==> src/rtl/regfile_bypass.sv <==
// Architectural register file with EX/MEM/WB operand forwarding and load-use stall detection.
// Two combinational read ports, one write-back port; r0 reads as zero and is never forwarded.
module regfile_bypass #(
    parameter int REG_NUM    = 32,
    parameter int ADDR_WIDTH = 5,
    parameter int DATA_WIDTH = 32
) (
    input  logic                  clk,
    input  logic                  rst,
    input  logic                  wb_reg_write_en_i,
    input  logic [ADDR_WIDTH-1:0] wb_reg_write_addr_i,
    input  logic [DATA_WIDTH-1:0] wb_reg_write_data_i,
    input  logic                  ex_reg_write_en_i,
    input  logic [ADDR_WIDTH-1:0] ex_reg_write_addr_i,
    input  logic [DATA_WIDTH-1:0] ex_reg_write_data_i,
    input  logic                  ex_is_load_i,
    input  logic                  mem_reg_write_en_i,
    input  logic [ADDR_WIDTH-1:0] mem_reg_write_addr_i,
    input  logic [DATA_WIDTH-1:0] mem_reg_write_data_i,
    input  logic                  reg1_read_en_i,
    input  logic [ADDR_WIDTH-1:0] reg1_read_addr_i,
    input  logic                  reg2_read_en_i,
    input  logic [ADDR_WIDTH-1:0] reg2_read_addr_i,
    output logic [DATA_WIDTH-1:0] reg1_o,
    output logic [DATA_WIDTH-1:0] reg2_o,
    output logic                  stall_o
);

    localparam logic [ADDR_WIDTH-1:0] ZERO_ADDR = {ADDR_WIDTH{1'b0}};
    localparam logic [DATA_WIDTH-1:0] ZERO_DATA = {DATA_WIDTH{1'b0}};

    logic [DATA_WIDTH-1:0] regs_r    [REG_NUM];
    logic                  rd_en_s   [2];
    logic [ADDR_WIDTH-1:0] rd_addr_s [2];
    logic [DATA_WIDTH-1:0] rd_data_s [2];
    logic                  load_hit_s [2];

    // Storage array: synchronous clear, write-back port with r0 writes dropped.
    always_ff @(posedge clk) begin
        if (rst) begin
            for (int i = 0; i < REG_NUM; i++) begin
                regs_r[i] <= ZERO_DATA;
            end
        end else if (wb_reg_write_en_i && (wb_reg_write_addr_i != ZERO_ADDR)) begin
            regs_r[wb_reg_write_addr_i] <= wb_reg_write_data_i;
        end
    end

    // Per-port operand resolution; youngest producer (EX) has highest priority.
    always_comb begin
        rd_en_s[0]   = reg1_read_en_i;
        rd_addr_s[0] = reg1_read_addr_i;
        rd_en_s[1]   = reg2_read_en_i;
        rd_addr_s[1] = reg2_read_addr_i;
        for (int p = 0; p < 2; p++) begin
            rd_data_s[p] = ZERO_DATA;
            if (rst || !rd_en_s[p] || (rd_addr_s[p] == ZERO_ADDR)) begin
                rd_data_s[p] = ZERO_DATA;
            end else if (ex_reg_write_en_i && (ex_reg_write_addr_i == rd_addr_s[p])) begin
                rd_data_s[p] = ex_reg_write_data_i;
            end else if (mem_reg_write_en_i && (mem_reg_write_addr_i == rd_addr_s[p])) begin
                rd_data_s[p] = mem_reg_write_data_i;
            end else if (wb_reg_write_en_i && (wb_reg_write_addr_i == rd_addr_s[p])) begin
                rd_data_s[p] = wb_reg_write_data_i;
            end else begin
                rd_data_s[p] = regs_r[rd_addr_s[p]];
            end
        end
    end

    // A load still in EX cannot supply data yet; any consumer of its destination must wait.
    always_comb begin
        for (int p = 0; p < 2; p++) begin
            load_hit_s[p] = rd_en_s[p] && (rd_addr_s[p] == ex_reg_write_addr_i);
        end
        if (!rst && ex_is_load_i && ex_reg_write_en_i && (ex_reg_write_addr_i != ZERO_ADDR)) begin
            stall_o = load_hit_s[0] || load_hit_s[1];
        end else begin
            stall_o = 1'b0;
        end
    end

    assign reg1_o = rd_data_s[0];
    assign reg2_o = rd_data_s[1];

endmodule

==> config.mk <==
export PLATFORM = sky130hd
export DESIGN_NAME = regfile_bypass
export DESIGN_NICKNAME = d
export VERILOG_FILES = /design/src/rtl/regfile_bypass.sv
export SDC_FILE = /design/constraint.sdc
export NUM_CORES = 2
export LEC_CHECK = 0
export BUFFER_PORTS_ARGS = -buffer_cell sky130_fd_sc_hd__buf_2
export CAP_MARGIN = 5
export CORE_MARGIN = 2
export CORE_UTILIZATION = 30
export DETAILED_ROUTE_END_ITERATION = 6
export GPL_TIMING_DRIVEN = 1
export PLACE_DENSITY = 0.5
export SKIP_LAST_GASP = 1
export SYNTH_ARGS = -nofsm -noshare
export SYNTH_HDL_FRONTEND = slang
export SYNTH_SLANG_ARGS = --single-unit
==> constraint.sdc <==
create_clock -name clk -period 10.35 [get_ports clk]
set_input_delay 1.035 -clock clk [delete_from_list [all_inputs] [get_ports clk]]
set_output_delay 1.035 -clock clk [all_outputs]
set_load 0.1 [all_outputs]
==> flow_summary.toml <==
[sta]
fmax_mhz = 155
period_share_pct = 62.4
rsz0062_at_grt = "false"
finalSetupViolCount = 0
hold_viol = 0
fin_crit_ps = 6460
worst_slew_pin_slew_ps = 1250
tns_ps = 0
max_slew_margin_pct = 16.5
final_max_slew_viol_count = 0
whs_ps = 893

[clock_network]
clkSinkCount = 1024
htreeDepth = 3
cts_tree = "done"
post-cts-setup-buffers = 0
cts_root_buf = "clkbuf_16"
numCtsBuffers = 118
clk_pin_slew_worst_paths_ps = 60
cts_repair_resize_count = 0
cts_hold_buffers = 0
cts_buffer_depth = 3

[min_path]
hold_class = "in2reg"
hold_start = "wb_reg_write_data_i[1]"

[final_layout]
nFillCells = 18215
regMostFlops = "regs_r"
drive_gt1_share_pct = 26.5
syn2layout_area_growth_pct = 13.6
final_nets = 4073
top_regs = "regs_r (1024)"
fin_cells = 6554
largest_reg_flops = 1024

[synthesis]
netlist-cell-type-count = 52
syn_area_um2 = 56900
synth-seq-cells = 1024
synth_top_area_cell = "edfxtp_1"
synth_common_cells = "edfxtp_1 (1,024), and2_1 (995), mux4_2 (472)"
synthArstFlopShare_pct = 0
yosysWarningCount = 0
synth_flop_cell = "edfxtp_1"
synth-edff-count = 1024
yosys.cell_count.top_type = "edfxtp_1"
syn_inst = 3904
synth-seq-area-share_pct = 54.0
avgSynthCellArea_um2 = 14.6
synth_top_area_share_pct = 54.0
synth_area_leaders = "edfxtp_1 (54%), mux4_2 (19%), and2_1 (11%), mux2i_1 (4.8%), clkbuf_1 (1.8%)"

[route]
ant_nets = 0
wire_per_inst_um = 35.4
drc_errors = 0
drt_iter0_markers = 5242
drt_pass1_iterations = 6
num_vias = 37749
routed_via_density = 5.76
drt-total-wl_um = 232000

[worst_setup_path]
cp-start-kind = "input port"
crit_path_frequent_cell = "buf_4"
slowest_stage = "a2111oi_0"
crit_type = "in2out"
cp-startpoint = "reg2_read_addr_i[1]"
worstPathRequired_ps = 9320
path_cells = "buf_8, buf_4, xnor2_1, nand4_1, or2_2, buf_4, nand2_2, buf_4, o22ai_1, a2111oi_0, buf_2"
worstSetupEndpointType = "primary output"
critPathMaxStageDelay_ps = 620
cp.arrival_ps = 5420
crit_fanout = 64

[global_routing]
grt-ovfl-total = 0
grtUsageTotal_pct = 23.7
antenna_found_initial = 46
grt_pass1_vias = 37203
grt_pass1_wl_um = 315000
grt_max_degree = 111

[pwr]
ir_worst_vdd_uv = 125
cellLeakagePower_nw = 22.1
p_per_area_nw_per_um2 = 163

[placement]
hpwl_um = 138000
dp.cells = 6319
gpl.final_weighted_congestion = 0.831
io_buffers = 193

[die]
start_util_pct = 30.2
ios = 194
die_area_um2 = 193000
rows = 159
die_w_um = 440
die_h_um = 440
core_um2 = 188000

[status]
status = "completed"

[job]
cap_violations = 0
==> per-layer routing <==
| metal | global-route usage, % | vias to the layer above | wire length, um |
|---|---|---|---|
| met5 | 0 | - | 13 |
| met4 | 7.73 | 2 | 7820 |
| met3 | 4.72 | 382 | 21400 |
| met2 | 38.0 | 2179 | 109000 |
| met1 | 32.0 | 19971 | 94100 |
| li1 | - | 15215 | - |
==> cells by family after synthesis <==
family / after synthesis / share of synthesized area [%]
simple gates: 1183 / 12.5
flops: 1024 / 54.0
mux: 765 / 23.9
compound gates: 465 / 5.60
buf+inv: 436 / 3.51
xor+xnor: 30 / 0.462
other cells: 1 / 0.00659
==> through the flow <==
step | instance area, um2 | power [mW] | setup slack [ps] | utilization, %
after floorplan | 57000 | 5.90 | 2380 | -
after global placement | 60900 | 6.45 | 3970 | 32.4
after detailed placement | 60900 | 6.46 | 4000 | 32.4
after CTS | 64600 | 10.6 | 3970 | 34.3
after global routing | 64700 | 10.8 | 3820 | 34.4
final | 64700 | 10.5 | 3890 | 34.4
==> final cells by class <==
cell class / count / area (um2) / share of cell area [%]
antenna: 15 / 37.5 / 0.0580
clock buffer: 147 / 3080 / 4.77
clock inverter: 73 / 632 / 0.977
inverter: 2 / 7.51 / 0.0116
multi-input combinational: 2475 / 25000 / 38.6
sequential: 1024 / 30700 / 47.5
tap: 2495 / 3120 / 4.83
timing repair buffer: 323 / 2080 / 3.21
==> path summary, 6_finish.rpt <==
check                  endpoint  slack [ps]  cells past startpoint
setup / recovery     reg2_o[29]        3890                     11
hold / removal    regs_r[13][1]         890                      3
==> placed cells by master (no fill, tap or decap), types with 32 or more instances in the layout <==
cell	count
nor2_4	34
and2_1	994
conb_1	32
nor2_1	39
o22ai_1	53
o21ai_4	32
edfxtp_1	1024
buf_4	124
buf_2	187
a22oi_1	130
a221oi_1	45
mux2i_1	272
mux4_2	472
a21oi_1	78
clkbuf_16	119
==> power breakdown <==
part,switching [mW],internal [mW]
logic,0.964,0.522
clock network,1.81,2.33
registers,0.111,4.79
==> worst max-delay path, delay by kind of cell <==
kind,cells,cell delay [ps]
xor gates and xnor gates,1,160
and+or+nand+nor,3,860
buffers and inverters,5,2410
AOI/OAI and AO/OA,2,810
(Power assumes the default switching activity.)
